`config.mk`:
```
export PLATFORM = sky130hd
export DESIGN_NAME = i2c_burst_master
export DESIGN_NICKNAME = d
export VERILOG_FILES = /design/src/rtl/i2c_burst_master.sv
export SDC_FILE = /design/constraint.sdc
export NUM_CORES = 1
export LEC_CHECK = 0
export BUFFER_PORTS_ARGS = -buffer_cell sky130_fd_sc_hd__buf_4
export CELL_PAD_IN_SITES_DETAIL_PLACEMENT = 0
export CELL_PAD_IN_SITES_GLOBAL_PLACEMENT = 1
export CORE_MARGIN = 3
export CORE_UTILIZATION = 38
export DETAILED_ROUTE_END_ITERATION = 8
export PLACE_DENSITY_LB_ADDON = 0.3
export RECOVER_POWER = 100
export SLEW_MARGIN = 0
export SYNTH_ARGS = -nofsm -noshare
export SYNTH_HDL_FRONTEND = slang
export SYNTH_SLANG_ARGS = --single-unit
```
`constraint.sdc`:
```
create_clock -name clk -period 1.8 [get_ports clk]
set_input_delay 0 -clock clk [delete_from_list [all_inputs] [get_ports clk]]
set_output_delay 0 -clock clk [all_outputs]
set_load 0.03 [all_outputs]
```
`src/rtl/i2c_burst_master.sv`:
```
// I2C single-master burst engine: START, 7-bit address, N data bytes
// (write via ready/valid, read via strobe), STOP. SCL is built from four
// divider ticks per bit.
module i2c_burst_master #(
  parameter int unsigned CLK_DIV = 8,
  parameter int unsigned LEN_W   = 4
) (
  input  logic             clk,
  input  logic             rst,
  input  logic             start,
  input  logic             rw,
  input  logic [6:0]       slave_addr,
  input  logic [LEN_W-1:0] len,
  input  logic [7:0]       data_in,
  input  logic             data_in_valid,
  output logic             data_in_ready,
  output logic [7:0]       data_out,
  output logic             data_out_valid,
  output logic             busy,
  output logic             done,
  output logic             nack,
  output logic [3:0]       state,
  output logic             sclk,
  output logic             sda_out,
  input  logic             sda_in
);

  localparam int unsigned CNT_W = (CLK_DIV > 1) ? $clog2(CLK_DIV) : 1;

  typedef enum logic [3:0] {
    IDLE      = 4'd0,
    START     = 4'd1,
    ADDR      = 4'd2,
    ADDR_ACK  = 4'd3,
    WR        = 4'd4,
    WR_ACK    = 4'd5,
    RD        = 4'd6,
    RD_ACK    = 4'd7,
    STOP      = 4'd8,
    WAIT_DATA = 4'd9
  } state_t;

  state_t           st;
  logic [CNT_W-1:0] div_cnt;
  logic             tick;
  logic [1:0]       qtr;
  logic [2:0]       bit_cnt;
  logic [7:0]       shreg;
  logic             rw_q;
  logic [LEN_W-1:0] remain;
  logic             have_data;

  assign tick  = busy && (div_cnt == CNT_W'(CLK_DIV - 1));
  assign state = st;

  // Quarter-bit divider, held at zero while idle so every transfer starts aligned
  always_ff @(posedge clk) begin
    if (!rst) begin
      div_cnt <= '0;
    end else if (!busy || tick) begin
      div_cnt <= '0;
    end else begin
      div_cnt <= div_cnt + CNT_W'(1);
    end
  end

  // Protocol FSM; Q0 drive SDA, Q1 raise SCL, Q2 sample SDA, Q3 drop SCL
  always_ff @(posedge clk) begin
    if (!rst) begin
      st             <= IDLE;
      qtr            <= '0;
      bit_cnt        <= '0;
      shreg          <= '0;
      rw_q           <= 1'b0;
      remain         <= '0;
      have_data      <= 1'b0;
      sclk           <= 1'b1;
      sda_out        <= 1'b1;
      data_out       <= '0;
      data_out_valid <= 1'b0;
      data_in_ready  <= 1'b0;
      busy           <= 1'b0;
      done           <= 1'b0;
      nack           <= 1'b0;
    end else begin
      done           <= 1'b0;
      data_out_valid <= 1'b0;
      // busy covers the done cycle, then drops
      if (done) busy <= 1'b0;

      if (st == WAIT_DATA && data_in_ready && data_in_valid) begin
        shreg         <= data_in;
        data_in_ready <= 1'b0;
        have_data     <= 1'b1;
      end

      if (st == IDLE) begin
        if (start && !busy) begin
          rw_q    <= rw;
          remain  <= len;
          shreg   <= {slave_addr, rw};
          nack    <= 1'b0;
          busy    <= 1'b1;
          qtr     <= '0;
          bit_cnt <= '0;
          st      <= START;
        end
      end else if (tick) begin
        if (st != WAIT_DATA) qtr <= qtr + 2'd1;
        case (st)
          START: begin
            if (qtr == 2'd0) begin
              sda_out <= 1'b0;
            end else begin
              sclk    <= 1'b0;
              qtr     <= '0;
              bit_cnt <= '0;
              st      <= ADDR;
            end
          end
          ADDR, WR: begin
            case (qtr)
              2'd0: sda_out <= shreg[7];
              2'd1: sclk <= 1'b1;
              2'd2: ;
              default: begin
                sclk    <= 1'b0;
                shreg   <= {shreg[6:0], 1'b0};
                bit_cnt <= bit_cnt + 3'd1;
                if (bit_cnt == 3'd7) st <= (st == ADDR) ? ADDR_ACK : WR_ACK;
              end
            endcase
          end
          ADDR_ACK, WR_ACK: begin
            case (qtr)
              2'd0: sda_out <= 1'b1;
              2'd1: sclk <= 1'b1;
              2'd2: nack <= sda_in;
              default: begin
                sclk <= 1'b0;
                if (nack) begin
                  st <= STOP;
                end else if (st == ADDR_ACK) begin
                  if (remain == '0) begin
                    st <= STOP;
                  end else if (rw_q) begin
                    st <= RD;
                  end else begin
                    st            <= WAIT_DATA;
                    data_in_ready <= 1'b1;
                    have_data     <= 1'b0;
                  end
                end else begin
                  remain <= remain - LEN_W'(1);
                  if (remain == LEN_W'(1)) begin
                    st <= STOP;
                  end else begin
                    st            <= WAIT_DATA;
                    data_in_ready <= 1'b1;
                    have_data     <= 1'b0;
                  end
                end
              end
            endcase
          end
          RD: begin
            case (qtr)
              2'd0: sda_out <= 1'b1;
              2'd1: sclk <= 1'b1;
              2'd2: begin
                shreg <= {shreg[6:0], sda_in};
                if (bit_cnt == 3'd7) begin
                  data_out       <= {shreg[6:0], sda_in};
                  data_out_valid <= 1'b1;
                end
              end
              default: begin
                sclk    <= 1'b0;
                bit_cnt <= bit_cnt + 3'd1;
                if (bit_cnt == 3'd7) st <= RD_ACK;
              end
            endcase
          end
          RD_ACK: begin
            case (qtr)
              2'd0: sda_out <= (remain == LEN_W'(1));
              2'd1: sclk <= 1'b1;
              2'd2: ;
              default: begin
                sclk   <= 1'b0;
                remain <= remain - LEN_W'(1);
                st     <= (remain == LEN_W'(1)) ? STOP : RD;
              end
            endcase
          end
          WAIT_DATA: begin
            if (have_data) begin
              have_data <= 1'b0;
              bit_cnt   <= '0;
              st        <= WR;
            end
          end
          STOP: begin
            case (qtr)
              2'd0: sda_out <= 1'b0;
              2'd1: sclk <= 1'b1;
              default: begin
                sda_out <= 1'b1;
                qtr     <= '0;
                done    <= 1'b1;
                st      <= IDLE;
              end
            endcase
          end
          default: st <= IDLE;
        endcase
      end
    end
  end

endmodule

```
== Word-level counts from Yosys, hierarchy flattened ==
Index checks and enable logic that the tools add are counted.

* Register bits after elaboration: 41
* Input port bits: 25
* Word-level logic and storage cells: 188

* Add/sub/neg operators: 4
* Equal/unequal tests: 36
* Mux-type cells: 90
* Bitwise gates (word level): 6
* Reductions and logical operators: 36

{| class="wikitable"
|+ Operator list
! kind !! number
|-
| $mux 4 || 24
|-
| $mux 8 || 6
|-
| $mux 1 || 37
|-
| $ne 3x3->1 const B || 10
|-
| $pmux 4 s7 || 1
|-
| $mux 3 || 7
|-
| $eq 4x3->1 const B || 4
|-
| $pmux 8 s2 || 1
|-
| $ne 2x2->1 const B || 7
|-
| $mux 2 || 6
|-
| $reduce_and 6->1 || 2
|-
| $reduce_and 11->1 || 1
|-
| $reduce_or 2->1 || 5
|-
| $pmux 3 s3 || 1
|-
| $reduce_or 3->1 || 3
|-
| $eq 4x1->1 const B || 2
|-
| $eq 4x2->1 const B || 2
|-
| $eq 4x4->1 const B || 2
|-
| $logic_not 4->1 || 2
|-
| $pmux 4 s2 || 1
|-
| $reduce_and 8->1 || 1
|-
| $reduce_and 7->1 || 1
|-
| $add 3x1->3 const B || 2
|-
| $eq 3x3->1 const B || 2
|-
| other kinds (26) || 42
|}

== Depth between registers and ports, before layout ==
Gate-level depths: netlist of the first run.

* Depth in word-level cells: 12
* Mapped depth: 8

== Worst setup path after synthesis of the first run ==
OpenSTA, ideal clock, no wires.

* Path kind: flip-flop to flip-flop
* Start: register st[1], in the netlist state[1]
* End: register bit_cnt[1]
* Arrival: 1980 ps
* Required time: 1730 ps
* Path slack: -250 ps
* Stages on the path, launching flop included: 6
* Path through: dfxtp_1 > or4_1 > buf_4 > mux2i_4 > or4_1 > a21oi_1

* Word-level cells in the longest chain between the ends: 5
* Elaborated cells on any way between the ends: 17

{| class="wikitable"
|+ RTL lines
! what !! RTL line !! source
|-
| start: declaration || 43 || <nowiki>state_t st;</nowiki>
|-
| start signal: assignment || 130 || <nowiki>if (bit_cnt == 3'd7) st <= (st == ADDR) ? ADDR_ACK : WR_ACK;</nowiki>
|-
| start signal: assignment || 192 || <nowiki>st <= (remain == LEN_W'(1)) ? STOP : RD;</nowiki>
|-
| $eq 4x2->1 or $eq 4x3->1 (tied branches) || 110 || <nowiki>case (st)</nowiki>
|-
| $reduce_or 3->1 (no source line) || -- ||
|-
| $pmux 3 s3 || 110 ||
|-
| $mux 3 || 108 || <nowiki>end else if (tick) begin</nowiki>
|-
| $mux 3 || 97 || <nowiki>if (st == IDLE) begin</nowiki>
|-
| end signal: assignment || 129 || <nowiki>bit_cnt <= bit_cnt + 3'd1;</nowiki>
|-
| end signal: assignment || 179 || <nowiki>bit_cnt <= bit_cnt + 3'd1;</nowiki>
|-
| end: declaration || 47 || <nowiki>logic [2:0] bit_cnt;</nowiki>
|}

Several ways; a longest one is shown, not always the timed one. The select of a mux whose other input is x is not followed.
A chain may end at the register's enable or synchronous reset.

== Worst setup path in the final report of the first run ==
* Start: register st[0], in the netlist state[0]
* End: register remain[0]

* Word-level cells in the longest chain between the ends: 5
* Elaborated cells on any way between the ends: 16

{| class="wikitable"
|+ RTL lines
! what !! RTL line !! source
|-
| $eq 4x2->1 or $eq 4x3->1 (tied branches) || 110, 143 ||
|-
| $reduce_or 2->1 || 110 ||
|-
| $pmux 4 s2 || 110 ||
|-
| $mux 4 || 108 ||
|-
| $mux 4 || 97 ||
|-
| end signal: assignment || 100 || <nowiki>remain <= len;</nowiki>
|-
| end signal: assignment || 154 || <nowiki>remain <= remain - LEN_W'(1);</nowiki>
|-
| end signal: assignment || 191 || <nowiki>remain <= remain - LEN_W'(1);</nowiki>
|-
| end: declaration || 50 || <nowiki>logic [LEN_W-1:0] remain;</nowiki>
|}

Several ways; a longest one is shown, not always the timed one. The select of a mux whose other input is x is not followed.

==> results.sh, run 1 <==
export IMPL_critPathRequiredTime_ns=1.98
export IMPL_vias=2408
export IMPL_layoutNonFillerInstCount=439
export IMPL_crit_type="reg -> reg"
export IMPL_drtIter0Drc=129
export IMPL_ioPinCount=44
export IMPL_clock_sink_count=41
export IMPL_track_usage=0.186
export IMPL_p_leak_nw=1.40
export IMPL_dpl_hpwl_um=4920
export IMPL_slew_headroom=0.633
export IMPL_fin_ws_ns=-0.0393
export IMPL_die_width_um=86.1
export IMPL_ys_warn_count=0
export IMPL_min_path_type="in -> reg"
export IMPL_drive_gt1_frac=0.291
export IMPL_core_area_mm2=0.00606
export IMPL_fin_crit_sh=1.02
export IMPL_critPathArrivalTime_ns=2.02
export IMPL_antenna_cells=0
export IMPL_r2r_slack_ns=-0.04
export IMPL_clk_path_buf_depth=2
export IMPL_die_y_um=86.1
export IMPL_synth_seq_area_share=0.337
export IMPL_multi_input_area_mm2=0.00156
export IMPL_final_nets=398
export IMPL_placementRows=28
export IMPL_hold_viol_final=0
export IMPL_syn_area_mm2=0.00244
export IMPL_syn_num_nets=317
export IMPL_finalPower_mw=3.66
export IMPL_antenna_found_initial=0
export IMPL_setup_viol=2
export IMPL_area_growth_pct=38.9
export IMPL_final_setup_skew_ns=0.00291
export IMPL_rsz0062_at_grt="yes"
export IMPL_ys_seq_elements=41
export IMPL_cp_end_kind="flip-flop"
export IMPL_synthArstFlopShare=0
export IMPL_syn_inst=282
export IMPL_grt_pass1_vias=2320
export IMPL_cts_buffers_inserted=5
export IMPL_first_pass_iters=4
export IMPL_gp_congestion=0.880
export IMPL_place_inst=417
export IMPL_violations="negative setup slack"
export IMPL_wire_per_inst_um=15.7
export IMPL_hold_depth=3
export IMPL_grt_first_pass_wirelength_um=11100
export IMPL_clockRootBuffer="clkbuf_8"
export IMPL_grt_max_degree=21
export IMPL_synthFlopType="dfxtp_1"
export IMPL_cts_tree="yes"
export IMPL_dieArea_mm2=0.00741
export IMPL_crit_fanout=6
export IMPL_ant_nets=0
export IMPL_slew_viol_final=0
export IMPL_num_fill_cells=592
export IMPL_start_kind="flip-flop"
export IMPL_clkTransAtPathRegs_ns=0.08
export IMPL_tightest_slew_ns=0.551
export IMPL_clock_latency_ns=0.28
export IMPL_outcome="finished with violations"
export IMPL_reg2reg_depth=4
export IMPL_yosys_cell_types_count=57
export IMPL_synth_edf_count=0
export IMPL_syn_area_per_cell_um2=8.64
export IMPL_clock_fmax_mhz=544
export IMPL_peakVddDrop_v=0.000577
export IMPL_io_buffers=43
export IMPL_max_cap_viol_count=0
export IMPL_grt_overflow=0
export IMPL_initial_core_util=0.402
export IMPL_h_tree_depth=2
export IMPL_timing_final_crit_period_ns=1.84
export IMPL_ff_latch_area_um2=832
export IMPL_drt_total_wl_um=6900
export IMPL_vias_per_cell=5.49
export IMPL_power_density_mw_per_mm2=1080
export IMPL_drc=0
[cells by family (layout without fill, tap and decap cells)]
| logic type | count (synthesis) | after routing | share of synthesized area |
|---|---|---|---|
| AOI/OAI and AO/OA | 67 | 67 | 0.203 |
| xor gates and xnor gates | 1 | 1 | 0.00359 |
| adders and majority gates | 10 | 10 | 0.0513 |
| buffers and inverters | 36 | 117 | 0.0631 |
| DFF | 41 | 41 | 0.337 |
| muxes | 23 | 24 | 0.0996 |
| and+or+nand+nor | 104 | 104 | 0.243 |
[metal layers]
layer / vias up / global-route usage / routed length [um]
li1: 1198 / - / -
met1: 1128 / 0.263 / 3280
met2: 76 / 0.291 / 3180
met3: 6 / 0.0355 / 365
met4: 0 / 0.0460 / 75
met5: - / 0 / 0
[state kept, by name, summed over array words and instances, names as in the netlist, 2 cells and up]
register,cells
state,4
remain,4
shreg,8
qtr,2
div_cnt,3
data_out,8
bit_cnt,3
[final cells by class]
cell class,count,area share
Inverter,17,0.0188
Sequential cell,41,0.246
Clock buffer,8,0.0329
Timing Repair Buffer,92,0.213
Multi-Input combinational cell,206,0.462
Tap cell,75,0.0277
[worst paths after layout]
check,end,start
hold reg to reg,div_cnt[0],div_cnt[0]
setup reg to reg,remain[0],state[0]
setup / recovery,remain[0],state[0]
hold / removal,shreg[5],data_in[5]
[cell usage in the layout, fill, tap and decap left out, drive strengths merged, types with 7 or more instances in the layout]
master	synthesis	routed
buf	8	68
dfxtp	41	41
mux2i	23	24
nor2	23	23
nand2	22	22
clkbuf	11	22
inv	17	17
a21oi	13	13
dlygate4sd3	0	10
ha	10	10
nand3	9	9
o21ai	8	8
nand2b	7	7
nor2b	7	7
o221ai	7	7
[what timing repair did]
action	in CTS	in global routing
hold endpoints to repair	9	0
pin swaps	0	6
setup endpoints to repair	6	23
setup buffers	1	1
cloned	0	2
gates resized for setup	1	21
hold buffers	10	0
[worst max-delay path, stage by stage, from the launching register on]
cell	delay [ns]
dfxtp_4	0.35
or4_4	0.59
mux2i_2	0.45
nor3_2	0.10
o221a_1	0.24
[stage by stage]
step / setup slack [ns] / utilization / area (um2) / setup TNS, ns / hold WS [ns]
after detailed placement: -0.0452 / 0.507 / 3080 / -0.0993 / 0.207
after floorplan: -0.0451 / - / 2460 / -0.279 / 0.116
after global placement: -0.00211 / 0.507 / 3080 / -0.00211 / 0.204
final: -0.0393 / 0.559 / 3390 / -0.0713 / 0.00901
after global routing: -0.0648 / 0.559 / 3390 / -0.377 / 0.00597
after CTS: -0.00720 / 0.545 / 3300 / -0.0196 / 0.00107
[report_power, final]
part | switching, mW | internal [mW]
combinational | 0.960 | 0.869
sequential | 0.0940 | 1.02
clock | 0.319 | 0.397
total | 1.37 | 2.29
[synthesized netlist by cell type, types with 7 or more instances]
cell | instances | area (um2)
dfxtp_1 | 41 | 821
nor2_1 | 23 | 86.3
mux2i_1 | 22 | 220
nand2_1 | 22 | 82.6
inv_1 | 17 | 63.8
a21oi_1 | 13 | 65.1
clkbuf_1 | 11 | 41.3
ha_1 | 10 | 125
nand3_1 | 9 | 45.0
o21ai_0 | 8 | 40.0
nand2b_1 | 7 | 43.8
nor2b_1 | 7 | 43.8
o221ai_1 | 7 | 61.3
Power figures use the tool's default switching activity.
==> inputs of run 2 (changes only) <==
==> constraint.sdc (replaced) <==
create_clock -name clk -period 1.8 [get_ports clk]
set_input_delay 0 -clock clk [delete_from_list [all_inputs] [get_ports clk]]
set_output_delay 0 -clock clk [all_outputs]
set_load 0.01 [all_outputs]
==> results.sh, run 2 (same netlist as run 1, synthesis figures left out) <==
export IMPL_outcome="finished with violations"
export IMPL_violations="negative setup slack"
export IMPL_max_cap_viol_count=0
export IMPL_critPathArrivalTime_ns=2.05
export IMPL_initial_core_util=0.402
export IMPL_fin_ws_ns=-0.0170
export IMPL_vias_per_cell=5.46
export IMPL_final_nets=407
export IMPL_dpl_hpwl_um=5050
export IMPL_setup_tns_ns=-0.0242
export IMPL_crit_fanout=7
export IMPL_crit_end="bit_cnt[1]"
export IMPL_grt_pass1_vias=2288
export IMPL_ioPinCount=44
export IMPL_reg2reg_depth=4
export IMPL_power_density_mw_per_mm2=1060
export IMPL_clkTransAtPathRegs_ns=0.08
export IMPL_largest_registers="data_out: 8 flops, shreg: 8 flops"
export IMPL_layoutNonFillerInstCount=448
export IMPL_antenna_found_initial=0
export IMPL_grt_overflow=0
export IMPL_slew_viol_final=0
export IMPL_timing_final_crit_period_ns=1.82
export IMPL_num_fill_cells=563
export IMPL_gp_congestion=0.795
export IMPL_drc=0
export IMPL_first_pass_iters=4
export IMPL_clock_fmax_mhz=550
export IMPL_rsz0062_at_grt="yes"
export IMPL_io_buffers=43
export IMPL_die_width_um=86.1
export IMPL_clockRootBuffer="clkbuf_8"
export IMPL_final_common_cell="buf_4"
export IMPL_hold_viol_final=0
export IMPL_cp_end_kind="flip-flop"
export IMPL_setup_viol=3
export IMPL_clock_sink_count=41
export IMPL_drive_gt1_frac=0.284
export IMPL_p_leak_nw=1.44
export IMPL_final_cell_mix="buf_4 (67), dfxtp_1 (36), nor2_1 (23)"
export IMPL_rr_endpoint="bit_cnt[1]"
export IMPL_cts_tree="yes"
export IMPL_final_setup_skew_ns=0.00319
export IMPL_fin_crit_sh=1.01
export IMPL_tightest_slew_ns=0.489
export IMPL_finalPower_mw=3.66
export IMPL_place_inst=421
export IMPL_min_path_type="in -> reg"
export IMPL_area_growth_pct=40.9
export IMPL_grt_max_degree=21
export IMPL_track_usage=0.195
export IMPL_drt_total_wl_um=7200
export IMPL_dieArea_mm2=0.00741
export IMPL_cp_startpoint="state[2]"
export IMPL_clock_latency_ns=0.29
export IMPL_peakVddDrop_v=0.000940
export IMPL_crit_type="reg -> reg"
export IMPL_die_y_um=86.1
export IMPL_grt_first_pass_wirelength_um=11600
export IMPL_clk_path_buf_depth=2
export IMPL_slew_headroom=0.674
export IMPL_final_core_util=0.567
export IMPL_worstReg2RegStart="state[2]"
export IMPL_core_area_mm2=0.00606
export IMPL_r2r_slack_ns=-0.02
export IMPL_antenna_cells=0
export IMPL_ant_nets=0
export IMPL_cts_buffers_inserted=5
export IMPL_h_tree_depth=2
export IMPL_wire_per_inst_um=16.1
export IMPL_critPathRequiredTime_ns=2.03
export IMPL_vias=2446
export IMPL_placementRows=28
export IMPL_start_kind="flip-flop"
export IMPL_drtIter0Drc=107
==> run 2: cell count changes in the layout (fill, tap and decap cells not counted), sizes merged <==
| cell | previous run | this run |
|---|---|---|
| buf | 68 | 71 |
| dlygate4sd3 | 10 | 13 |
| clkbuf | 22 | 24 |
| clkinvlp | 0 | 1 |
==> run 2: how the worst min path moves through the flow <==
stage / from / endpoint / slack, ns / cells after the start
finish: data_in[1] / shreg[1] / 0.0009 / 3
global route: data_in[1] / shreg[1] / 0.02 / 3
CTS: data_in[1] / shreg[1] / 0.002 / 3
detailed placement: slave_addr[1] / shreg[2] / 0.21 / 3
global placement: slave_addr[2] / shreg[3] / 0.20 / 3
floorplan: slave_addr[0] / shreg[1] / 0.12 / 2
==> run 2: metrics by stage <==
stage / worst slack, ns / instance area [um2] / hold WS, ns
floorplan: -0.0150 / 2450 / 0.116
global placement: -0.0382 / 3100 / 0.204
detailed placement: -0.0641 / 3100 / 0.210
CTS: -0.00775 / 3390 / 0.00151
global route: -0.0672 / 3430 / 0.0228
finish: -0.0170 / 3430 / 0.000903
==> run 2: per-layer routing <==
layer,vias to the layer above,global-route usage,routed length (um)
met4,0,0.0561,102
met5,-,0,0
li1,1220,-,-
met2,61,0.313,3410
met1,1153,0.267,3360
met3,12,0.0365,327
==> run 2: worst max-delay path: stages, from the launching register on <==
cell     delay [ns]
dfxtp_2        0.34
or4_4          0.60
mux2i_4        0.25
or4_1          0.42
a21oi_1        0.14
==> run 2: layout make-up <==
cell class,count,area (um2),share of cell area
Multi-Input combinational cell,206,1550,0.452
Sequential cell,41,830,0.242
Timing Repair Buffer,101,781,0.227
Clock buffer,7,108,0.0313
Tap cell,75,93.8,0.0273
Inverter,17,63.8,0.0186
Clock inverter,1,7.51,0.00219
==> run 2: what timing repair did <==
item / 4_1_cts / 5_1_grt
gates resized for setup: 6 / 12
hold buffers: 12 / 1
cloned: 1 / 1
setup endpoints to repair: 17 / 31
setup buffers: 2 / 2
pin swaps: 1 / 0
endpoints found under the hold margin: 11 / 1
==> run 2: where the power goes <==
group	leakage [nW]	switching, mW	internal (mW)
clock	0.0556	0.349	0.396
combinational	1.05	0.887	0.895
sequential	0.335	0.110	1.02
total	1.44	1.35	2.31
